<file path="src/rtl/network_pkg.sv">
// Shared network-wide constants and types for the rate-coding input stage.
package network_pkg;

  localparam int INPUT_SIZE       = 4;
  localparam int PIXEL_WIDTH      = 8;
  localparam int TICK_DIV_DEFAULT = 25;
  localparam int STEP_W_DEFAULT   = 8;

  typedef enum logic [1:0] {
    IDLE  = 2'd0,
    START = 2'd1,
    RUN   = 2'd2,
    DONE  = 2'd3
  } sched_state_t;

  typedef logic [PIXEL_WIDTH-1:0] pixel_frame_t [INPUT_SIZE];

endpackage

</file>
<file path="src/rtl/pixel_frame_buffer.sv">
// Stream loader: collects one frame of pixels into a shadow buffer and holds it
// until the scheduler swaps it into the active register.
module pixel_frame_buffer #(
  parameter int INPUT_SIZE  = network_pkg::INPUT_SIZE,
  parameter int PIXEL_WIDTH = network_pkg::PIXEL_WIDTH
) (
  input  logic                              clk,
  input  logic                              rst_n,
  input  logic                              pix_valid,
  input  logic [PIXEL_WIDTH-1:0]            pix_data,
  input  logic                              pix_last,
  output logic                              pix_ready,
  input  logic                              swap,
  input  logic                              clear,
  output logic [INPUT_SIZE*PIXEL_WIDTH-1:0] shadow,
  output logic                              shadow_full,
  output logic                              frame_err
);
  import network_pkg::*;

  localparam int IW = (INPUT_SIZE > 1) ? $clog2(INPUT_SIZE) : 1;
  localparam logic [IW-1:0] IDX_LAST = IW'(INPUT_SIZE - 1);

  logic [IW-1:0] idx;
  logic          accept;
  logic          frame_end;

  // Handshake: a pixel transfers in any cycle where pix_valid && pix_ready.
  // pix_ready depends only on shadow occupancy, never on pix_valid.
  assign pix_ready = !shadow_full;
  assign accept    = pix_valid && pix_ready && !clear;
  assign frame_end = pix_last || (idx == IDX_LAST);

  always_ff @(posedge clk or negedge rst_n) begin
    if (!rst_n) begin
      shadow      <= '0;
      idx         <= '0;
      shadow_full <= 1'b0;
      frame_err   <= 1'b0;
    end else if (clear) begin
      idx         <= '0;
      shadow_full <= 1'b0;
      frame_err   <= 1'b0;
    end else begin
      if (swap) shadow_full <= 1'b0;
      if (accept) begin
        // An early pix_last zero-fills the tail so stale pixels never reach the encoder.
        for (int j = 0; j < INPUT_SIZE; j++) begin
          if (IW'(j) == idx)
            shadow[j*PIXEL_WIDTH +: PIXEL_WIDTH] <= pix_data;
          else if (pix_last && (IW'(j) > idx))
            shadow[j*PIXEL_WIDTH +: PIXEL_WIDTH] <= '0;
        end
        if (frame_end) begin
          shadow_full <= 1'b1;
          idx         <= '0;
          if (pix_last != (idx == IDX_LAST)) frame_err <= 1'b1;
        end else begin
          idx <= idx + 1'b1;
        end
      end
    end
  end

endmodule

</file>
<file path="src/rtl/spike_frame_scheduler.sv">
// Frame sequencer: swaps a loaded frame into the active register, then emits
// frame_start, a programmable number of step_tick pulses and frame_done.
module spike_frame_scheduler #(
  parameter int INPUT_SIZE  = network_pkg::INPUT_SIZE,
  parameter int PIXEL_WIDTH = network_pkg::PIXEL_WIDTH,
  parameter int TICK_DIV    = network_pkg::TICK_DIV_DEFAULT,
  parameter int STEP_W      = network_pkg::STEP_W_DEFAULT
) (
  input  logic                              clk,
  input  logic                              rst_n,
  input  logic                              pix_valid,
  input  logic [PIXEL_WIDTH-1:0]            pix_data,
  input  logic                              pix_last,
  output logic                              pix_ready,
  input  logic [STEP_W-1:0]                 cfg_steps,
  input  logic                              abort,
  output logic [INPUT_SIZE*PIXEL_WIDTH-1:0] pixel_value,
  output logic                              frame_start,
  output logic                              step_tick,
  output logic                              frame_done,
  output logic                              busy,
  output logic                              frame_err,
  output logic [1:0]                        state_dbg
);
  import network_pkg::*;

  localparam int TW = $clog2(TICK_DIV);
  localparam logic [TW-1:0] TICK_LAST = TW'(TICK_DIV - 1);
  localparam logic [TW-1:0] TICK_PRE  = TW'(TICK_DIV - 2);

  sched_state_t                       state;
  logic [TW-1:0]                      tick_cnt;
  logic [STEP_W-1:0]                  step_cnt;
  logic [STEP_W-1:0]                  steps_q;
  logic [INPUT_SIZE*PIXEL_WIDTH-1:0]  shadow;
  logic                               shadow_full;
  logic                               swap;

  assign swap      = (state == IDLE) && shadow_full && !abort;
  assign state_dbg = state;

  pixel_frame_buffer #(
    .INPUT_SIZE (INPUT_SIZE),
    .PIXEL_WIDTH(PIXEL_WIDTH)
  ) u_buffer (
    .clk        (clk),
    .rst_n      (rst_n),
    .pix_valid  (pix_valid),
    .pix_data   (pix_data),
    .pix_last   (pix_last),
    .pix_ready  (pix_ready),
    .swap       (swap),
    .clear      (abort),
    .shadow     (shadow),
    .shadow_full(shadow_full),
    .frame_err  (frame_err)
  );

  always_ff @(posedge clk or negedge rst_n) begin
    if (!rst_n) begin
      state       <= IDLE;
      pixel_value <= '0;
      tick_cnt    <= '0;
      step_cnt    <= '0;
      steps_q     <= '0;
      frame_start <= 1'b0;
      step_tick   <= 1'b0;
      frame_done  <= 1'b0;
      busy        <= 1'b0;
    end else if (abort) begin
      state       <= IDLE;
      tick_cnt    <= '0;
      step_cnt    <= '0;
      frame_start <= 1'b0;
      step_tick   <= 1'b0;
      frame_done  <= 1'b0;
      busy        <= 1'b0;
    end else begin
      frame_start <= 1'b0;
      step_tick   <= 1'b0;
      frame_done  <= 1'b0;
      case (state)
        IDLE: begin
          if (shadow_full) begin
            pixel_value <= shadow;
            frame_start <= 1'b1;
            busy        <= 1'b1;
            state       <= START;
          end
        end
        START: begin
          steps_q  <= (cfg_steps == '0) ? STEP_W'(1) : cfg_steps;
          tick_cnt <= '0;
          step_cnt <= '0;
          state    <= RUN;
        end
        RUN: begin
          // step_tick is registered, so it is raised one count early to land on TICK_LAST.
          if (tick_cnt == TICK_LAST) begin
            tick_cnt <= '0;
            step_cnt <= step_cnt + 1'b1;
            if (step_cnt == steps_q - 1'b1) begin
              frame_done <= 1'b1;
              state      <= DONE;
            end
          end else begin
            tick_cnt  <= tick_cnt + 1'b1;
            step_tick <= (tick_cnt == TICK_PRE);
          end
        end
        DONE: begin
          busy  <= 1'b0;
          state <= IDLE;
        end
        default: state <= IDLE;
      endcase
    end
  end

endmodule

</file>
<file path="config.mk">
export PLATFORM = sky130hd
export DESIGN_NAME = spike_frame_scheduler
export DESIGN_NICKNAME = d
export VERILOG_FILES = /design/src/rtl/network_pkg.sv /design/src/rtl/pixel_frame_buffer.sv /design/src/rtl/spike_frame_scheduler.sv
export SDC_FILE = /design/constraint.sdc
export NUM_CORES = 1
export LEC_CHECK = 0
export CELL_PAD_IN_SITES_DETAIL_PLACEMENT = 1
export CELL_PAD_IN_SITES_GLOBAL_PLACEMENT = 1
export CORE_UTILIZATION = 43
export CTS_BUF_LIST = sky130_fd_sc_hd__clkbuf_8
export CTS_CLUSTER_DIAMETER = 120
export DETAILED_ROUTE_END_ITERATION = 12
export PLACE_DENSITY = 0.83
export REMOVE_ABC_BUFFERS = 1
export SETUP_SLACK_MARGIN = 0.4
export SLEW_MARGIN = 15
export SYNTH_ARGS = -nofsm -noshare
export SYNTH_HDL_FRONTEND = slang
export SYNTH_SLANG_ARGS = --single-unit
export TNS_END_PERCENT = 20
</file>
<file path="constraint.sdc">
create_clock -name clk -period 3.1 [get_ports clk]
set_input_delay 0.62 -clock clk [delete_from_list [all_inputs] [get_ports clk]]
set_output_delay 0.62 -clock clk [all_outputs]
set_load 0.03 [all_outputs]
</file>
==> metrics, run 1 <==
Fill cells 1080; Netlist cell types 42; number of synthesized flops with an enable pin 0; Top Metal Used met4; M1 WL 4614 um; vias in the first global route 3415; sequential power share 45.1%; maximum vdd drop 0.3031 mV; Core ar. 0.009415 mm2; clock power share 23.1%; CTS max path bufs 2; DP Wirelength 7270 um; xor/xnor share of the synthesized area 3.912%; Root Buffer clkbuf_8; YS warnings 0; Detailed Route WL 10020 um; post-synthesis sequential area ratio 55.88%; Total Neg Setup Slack 0 ps; hold_buf cts 0; Worst Skew 12.01 ps; initial antenna violation count 0; per-cell routed wire length 15.93 um; period utilization 78.08%; outcome finished clean; Switching Fraction 36.11%; Post-DRT Antenna Nets 0; Via Count 3194; First-pass DRT Iterations 4; Antenna diodes 0; WL met3 312 um; port bufs 60; share of cells above drive strength 1 9.400%; ys async rst share 100.0%; Pint 2.344 mW; die area 0.01030 mm2; # IOs 61; RSZ-0062 raised after global routing no; area grow syn2layout 22.35%; Final min period 2420 ps; crit path kind reg2reg; Critical Path, Cell by Cell or4_2 -> nor2_1 -> xnor2_1 -> nor4_1 -> nand3_1 -> nor4bb_1; Met2 Wirelength 4980 um; Worst setup EP type flip-flop; DRC Markers 0; adder-cell share of the synthesized area 4.118%; Clock transition at path regs 100 ps; Max Cap Violations 0; final hold vios 0; mux cell area share after synthesis 5.059%; Pins Over Slew Limit 0; LEAKAGE 2.377 nW; CTS H-tree depth 3; Setup Buffers After CTS 0; number of DRC markers in iteration 0 66; combinational fraction of design power 31.8%; Synth Cell Area 0.004254 mm2; synthesized instance count 436; CTS tree done; HP Class in2async; Final #Nets 530; Req. time, crit path 3320 ps; Critical Path Source Type flip-flop; Via density 5.078; maximum clock frequency 0.4132 GHz; RD Place Congestion 0.8235; max_slew headroom 50.98%; clock sinks 95; Global Route Usage Sum 21.80%; Sw Pwr 1.325 mW; Clock Latency Late Sink 370 ps; Arrival @ worst endpoint 2640 ps; gr ovfl total 0; CP max stage cell or4_2; die width 101.5 um; design area 0.005205 mm2; largest family of logic cells by synthesized area simple AND/OR/NAND/NOR gates; Crit Path Max Fanout 5; critical path's largest stage delay 690 ps; largest net degree at the start of global routing 58; Placed Area 0.005002 mm2; Simple-Gate Fraction of Synth Area 20.38%; Mean Syn Cell Area 9.757 um2; complex-gate fraction of the synthesized area 7.000%; Inserted Clock Buffers 9; PD cells 704.8 mW/mm2; flops & latches, synth 95; PostCTS Resize Cnt 0; ys flop type dfrtp_1; Rows 35; Final setup viols 0; first-pass GRT wire length 17020 um; Die Y 101.5 um; Worst Max-Slew Pin Slew 735.3 ps; Initial Utilization 45.18%
## sequential cells by signal, indices dropped and copies added (netlist names)
signal / cells
pixel_value: 32
u_buffer.shadow: 32
step_cnt: 8
steps_q: 8
tick_cnt: 5
state_dbg: 2
u_buffer.idx: 2
busy: 1
frame_done: 1
frame_start: 1
step_tick: 1
u_buffer.frame_err: 1
u_buffer.shadow_full: 1
## synthesized netlist by cell type, types with 2 or more instances
cell type	instances	area, um2
nor4_1	2	12.51
nor2_1	22	82.58
dfrtp_1	95	2377
nor3b_1	5	37.54
nand2_1	124	465.5
and2_1	2	12.51
clkbuf_1	15	56.30
mux2i_1	2	20.02
nor3_1	5	25.02
o21ai_0	38	190.2
or3_1	2	12.51
buf_1	2	7.510
nand2b_1	3	18.77
mux2_2	16	180.2
inv_1	22	82.58
nand4_1	3	18.77
xor2_1	11	96.34
xnor2_1	8	70.07
ha_1	14	175.2
or2b_2	2	17.52
nand3_1	13	65.06
a21oi_1	10	50.05
## power groups by stage
stage,Clock (mW),Combinational [mW],Sequential [mW]
CTS,0.864,1.18,1.66
detailed placement,0,1.18,1.67
global placement,0,1.13,1.66
finish,0.848,1.16,1.65
floorplan,0,0.485,1.87
global route,0.905,1.28,1.69
## placed cells by master, fill, tap and decap left out, types with 2 or more instances in the layout
master	Yosys	routed
a21oi_1	10	10
clkbuf_8	0	9
nand4_1	3	3
or2b_2	2	2
xnor2_1	8	8
nand3_1	13	13
mux2i_1	2	2
dfrtp_1	95	95
o21ai_0	38	38
clkinvlp_4	0	2
xor2_1	11	11
nor3b_1	5	5
or3_1	2	2
inv_6	0	2
ha_1	14	14
inv_1	22	22
nor4_1	2	2
and2_1	2	2
clkdlybuf4s50_1	0	59
nor2_1	22	22
nand2_1	124	124
nor3_1	5	5
buf_4	0	6
mux2_2	16	16
nand2b_1	3	3
## metrics by stage
step                total power [mW]  utilization [%]  setup WS (ps)  hold slack, ps  std cells
floorplan                      2.351                -          850.6           324.4        418
global placement               2.792            53.13          645.3           451.6        613
detailed placement             2.848            53.13          490.8           462.6        613
CTS                            3.702            55.28          673.6           318.0        629
global route                   3.873            55.28          555.5           341.0        629
finish                         3.668            55.28          679.7           291.5        629
## layout make-up
| class | count | area (um2) | share of cell area [%] |
|---|---|---|---|
| Sequential cell | 95 | 2377 | 45.67 |
| Clock inverter | 7 | 78.83 | 1.514 |
| Clock buffer | 9 | 123.9 | 2.380 |
| Inverter | 23 | 86.33 | 1.659 |
| Tap cell | 129 | 161.4 | 3.101 |
| Timing Repair Buffer | 66 | 655.6 | 12.60 |
| Multi-Input combinational cell | 300 | 1722 | 33.08 |
## worst paths after layout
check | from | to | slack [ps] | depth (start not counted)
max | steps_q[1] | frame_done | 680 | 6
min in group clk | u_buffer.shadow[22] | pixel_value[22] | 480 | 2
min | rst_n | pixel_value[28] | 290 | 1
min reg2reg | u_buffer.shadow[22] | pixel_value[22] | 480 | 2
max reg2reg | steps_q[1] | frame_done | 680 | 6
max in group asynchronous | rst_n | tick_cnt[2] | 2130 | 2
## routing by layer
layer  vias to the layer above  global-route usage (%)
li1                       1537                       -
met1                      1587                   28.44
met2                        57                   36.94
met3                        13                   4.210
met4                         0                   6.466
met5                         -                       0
## worst max-delay path: cells and delay by family (launching register included)
kind	cells	cell delay, ps
AND/OR/NAND/NOR	5	1720
flip-flops	1	480
XOR/XNOR	1	80
## cells by family (layout without fill, tap and decap cells)
| family | count (synthesis) | in the layout |
|---|---|---|
| simple gates | 193 | 193 |
| flops | 95 | 95 |
| compound gates | 55 | 55 |
| buf+inv | 41 | 105 |
| xor+xnor | 19 | 19 |
| mux | 19 | 19 |
| fa+ha+maj | 14 | 14 |
No activity file was read; power rests on OpenSTA's default activity.
==> run 2: changes to the inputs <==
- CORE_UTILIZATION: 43 -> 39
- PLACE_DENSITY: 0.83 -> 0.8
- clock period: 3.1 -> 1.95 ns (I/O delays scaled with it)
==> metrics, run 2 (synthesis results as in run 1) <==
Global Route Usage Sum 20.82%; CTS tree done; crit path kind reg2reg; Pint 3.938 mW; most frequent cells in the layout nand2_1, dfrtp_1, buf_4, o21ai_0, nor2_1; final hold vios 0; CTS max path bufs 2; Arrival @ worst endpoint 2440 ps; clock power share 22.0%; Rows 37; combinational fraction of design power 36.6%; maximum clock frequency 0.4599 GHz; Crit Path Max Fanout 4; max_slew headroom 74.85%; most common cell after layout, fill and taps aside nand2_1; PD cells 1079 mW/mm2; share of cells above drive strength 1 27.70%; setup slack, reg-to-reg -220 ps; pre-CTS setup slack -225.8 ps; HP Class in2async; Setup WS post-layout -224.4 ps; Antenna diodes 0; Final setup viols 4; largest registers pixel_value (32), u_buffer.shadow (32); Core ar. 0.01046 mm2; Max Cap Violations 0; Via Count 3429; reg2reg start steps_q[2]; clock sinks 95; outcome finished, violations left; Switching Fraction 36.33%; sequential power share 41.4%; R2R cell count 6; Clock Latency Late Sink 370 ps; die width 106.4 um; Placed Area 0.005244 mm2; vias in the first global route 3653; failing checks negative setup slack; first-pass GRT wire length 18200 um; Inserted Clock Buffers 9; Worst Max-Slew Pin Slew 376.4 ps; maximum vdd drop 0.6033 mV; Root Buffer clkbuf_8; First-pass DRT Iterations 4; DP Wirelength 7545 um; Die Y 106.4 um; Worst Skew 10.78 ps; Worst setup EP type flip-flop; die area 0.01133 mm2; Clock transition at path regs 100 ps; RD Place Congestion 0.8479; Req. time, crit path 2210 ps; Fill cells 1172; port bufs 60; Final #Nets 568; Worst Setup SP steps_q[2]; r2r endpoint state_dbg[0]; largest net degree at the start of global routing 49; Sw Pwr 2.247 mW; RSZ-0062 raised after global routing yes; area grow syn2layout 34.76%; Post-DRT Antenna Nets 0; Final min period 2174 ps; Initial Utilization 40.66%; CTS H-tree depth 3; Critical Path Source Type flip-flop; DRC Markers 0; number of DRC markers in iteration 0 117; Detailed Route WL 11550 um; period utilization 111.5%; LEAKAGE 2.695 nW; gr ovfl total 0; end of the critical path state_dbg[0]; # IOs 61; per-cell routed wire length 17.14 um; design area 0.005733 mm2; Pins Over Slew Limit 0; Via density 5.088; initial antenna violation count 0
-- run 2: changes by cell type in the layout (fill, tap and decap cells not counted), moves of 7 or more --
cell,previous run,this run
clkdlybuf4s15_1,0,20
clkdlybuf4s50_1,59,19
buf_4,6,35
o21ai_0,38,28
nand2_1,124,113
clkbuf_2,0,13
ha_1,14,7
nand2_4,0,8
-- run 2: worst min-delay path by stage --
stage               start               to  slack [ps]  cells after the start
floorplan           rst_n             busy          90                      0
finish              rst_n  pixel_value[21]         460                      2
global placement    rst_n  pixel_value[22]         320                      1
detailed placement  rst_n  pixel_value[22]         320                      1
global route        rst_n  pixel_value[21]         460                      2
CTS                 rst_n  pixel_value[22]         460                      2
-- run 2: metrics by stage --
step / TNS [ps] / hold slack [ps] / utilization (%) / power, mW / instances
after floorplan: -8752 / 94.41 / - / 3.738 / 418
after global routing: -1212 / 456.3 / 54.80 / 6.541 / 674
after global placement: -656.9 / 316.9 / 50.12 / 4.635 / 646
final: -577.1 / 455.8 / 54.80 / 6.185 / 674
after CTS: -465.1 / 455.9 / 53.41 / 6.107 / 669
after detailed placement: -2846 / 324.8 / 50.12 / 4.727 / 646
-- run 2: cell type report --
cell class / count / area [um2] / area share (%)
Timing Repair Buffer: 104 / 944.7 / 16.48
Clock buffer: 10 / 137.6 / 2.401
Sequential cell: 95 / 2380 / 41.51
Inverter: 23 / 88.84 / 1.550
Clock inverter: 6 / 66.31 / 1.157
Tap cell: 136 / 170.2 / 2.968
Multi-Input combinational cell: 300 / 1946 / 33.94
-- run 2: what timing repair did --
action / in CTS / in global routing
endpoints found under the hold margin: 24 / 0
gates resized for setup: 101 / 83
setup buffers: 6 / 5
endpoints found under the setup margin: 121 / 124
pin swaps: 19 / 20
hold buffers: 1 / 0
-- run 2: power groups by stage --
| stage | Combinational [mW] | Sequential [mW] | Clock (mW) |
|---|---|---|---|
| 2_1_floorplan | 0.772 | 2.97 | 0 |
| 3_3_place_gp | 2.07 | 2.57 | 0 |
| 3_5_place_dp | 2.14 | 2.59 | 0 |
| 4_1_cts | 2.17 | 2.55 | 1.39 |
| 5_1_grt | 2.45 | 2.61 | 1.48 |
| 6_report | 2.26 | 2.56 | 1.36 |
-- run 2: critical path: stages (launching register included) --
cell and delay [ps]:
dfrtp_1 420, or4_4 570, nor4_4 180, xnor2_1 130
and4b_1 200, a32o_2 280, mux2_4 290
-- run 2: metal layers --
layer  GRT usage [%]  vias up  routed length (um)
li1                -     1619                   -
met1           26.23     1718                5025
met2           35.58       77                5955
met3           4.721       15                 427
met4           6.360        0                 140
met5               0        -                   0
==> run 3: changes to the inputs <==
- RECOVER_POWER: unset -> 50
==> metrics, run 3 (synthesis results as in run 1) <==
LEAKAGE 2.643 nW; most frequent cells in the layout nand2_1, dfrtp_1, buf_4, o21ai_0, nor2_1; number of DRC markers in iteration 0 138; final hold vios 0; Worst Max-Slew Pin Slew 647.2 ps; design area 0.005695 mm2; Final setup viols 5; max_slew headroom 56.86%; Via Count 3437; area grow syn2layout 33.88%; die area 0.01133 mm2; Worst Skew 11.14 ps; PD cells 1082 mW/mm2; first-pass GRT wire length 18200 um; R2R cell count 6; Root Buffer clkbuf_8; RSZ-0062 raised after global routing yes; most common cell after layout, fill and taps aside nand2_1; Critical Path, Cell by Cell or4_4 -> nor4_4 -> xnor2_1 -> and4b_1 -> a32o_2 -> mux2_4; cell family with most CP delay simple AND/OR/NAND/NOR gates; Arrival @ worst endpoint 2440 ps; Placed Area 0.005244 mm2; # IOs 61; Crit Path Max Fanout 4; Met2 Wirelength 5992 um; Worst Setup SP steps_q[2]; Detailed Route WL 11590 um; Antenna diodes 0; RD Place Congestion 0.8479; share of cells above drive strength 1 24.91%; First-pass DRT Iterations 4; CTS max path bufs 2; Clock Latency Late Sink 380 ps; HP Class reg2reg; per-cell routed wire length 17.19 um; Critical Path Source Type flip-flop; worst path bufs/invs 0; Inserted Clock Buffers 9; Pins Over Slew Limit 0; failing checks negative setup slack; Final #Nets 568; maximum clock frequency 0.4599 GHz; setup slack, reg-to-reg -220 ps; initial antenna violation count 0; Final min period 2175 ps; largest registers pixel_value (32), u_buffer.shadow (32); CTS H-tree depth 3; clock sinks 95; Global Route Usage Sum 20.82%; Top Metal Used met4; Post-DRT Antenna Nets 0; WHS 476.4 ps; Power, Total 6.164 mW; Critical Path Stages 6; Initial Utilization 40.66%; crit path kind reg2reg; CP max stage cell or4_4; die width 106.4 um; CTS tree done; Setup WS post-layout -224.6 ps; end of the critical path state_dbg[0]; outcome finished, violations left; Rows 37; reg2reg start steps_q[2]; Worst setup EP type flip-flop; gr ovfl total 0; maximum vdd drop 0.6020 mV; WL met3 420 um; DRC Markers 0; Max Cap Violations 0; r2r endpoint state_dbg[0]; DP Wirelength 7545 um; Via density 5.099; Clock transition at path regs 100 ps; largest net degree at the start of global routing 49; Req. time, crit path 2220 ps; Die Y 106.4 um; period utilization 111.5%; Core ar. 0.01046 mm2; M1 WL 5029 um; vias in the first global route 3653; critical path's largest stage delay 570 ps; port bufs 60
-- run 3: changes by cell type in the layout (fill, tap and decap cells not counted), sizes merged --
cell / change
clkdlybuf4s50: -1
buf: -4
dlygate4sd3: +1
clkbuf: +4
-- run 3: routing by layer --
metal / vias to the layer above / GRT usage (%)
met5: - / 0
met1: 1731 / 26.23
met3: 16 / 4.721
li1: 1620 / -
met4: 0 / 6.360
met2: 70 / 35.58
-- run 3: power by group --
| part | internal, mW | switching (mW) | total (mW) |
|---|---|---|---|
| clock network | 0.635 | 0.732 | 1.37 |
| logic | 0.956 | 1.28 | 2.24 |
| registers | 2.32 | 0.239 | 2.56 |
-- run 3: worst register-to-register path, cell delays in order, from the launching register on --
cell	delay, ps
dfrtp_1	420
or4_4	570
nor4_4	180
xnor2_1	130
and4b_1	200
a32o_2	280
mux2_4	290
-- run 3: layout make-up --
type | count | area, um2
clock buffer | 10 | 137.6
clock inverter | 6 | 66.31
fill | 1182 | 4767
inverter | 23 | 88.84
multi-input combinational | 300 | 1946
sequential | 95 | 2380
tap | 136 | 170.2
timing repair buffer | 104 | 907.1
-- run 3: worst min-delay path by stage --
| stage | from | endpoint | slack (ps) | depth (start not counted) |
|---|---|---|---|---|
| after floorplan | rst_n | busy | 90 | 0 |
| after global placement | rst_n | pixel_value[22] | 320 | 1 |
| after detailed placement | rst_n | pixel_value[22] | 320 | 1 |
| after CTS | rst_n | pixel_value[22] | 460 | 2 |
| after global routing | u_buffer.shadow[19] | pixel_value[19] | 510 | 2 |
| final | u_buffer.shadow[19] | pixel_value[19] | 480 | 2 |
-- run 3: repair_timing --
action                     4_1_cts  5_1_grt
setup buffers                    6        5
gates resized for setup        101       83
hold endpoints to repair        24        0
hold buffers                     1        0
pin swaps                       19       20
setup endpoints to repair      121      124
-- run 3: through the flow --
step / setup WS [ps] / setup TNS [ps] / std cells / utilization, %
3_5_place_dp: -225.8 / -2846 / 646 / 50.12
4_1_cts: -192.3 / -465.1 / 669 / 53.41
5_1_grt: -283.7 / -1214 / 674 / 54.44
6_report: -224.6 / -582.0 / 674 / 54.44
2_1_floorplan: -299.4 / -8752 / 418 / -
3_3_place_gp: -198.8 / -656.9 / 646 / 50.12
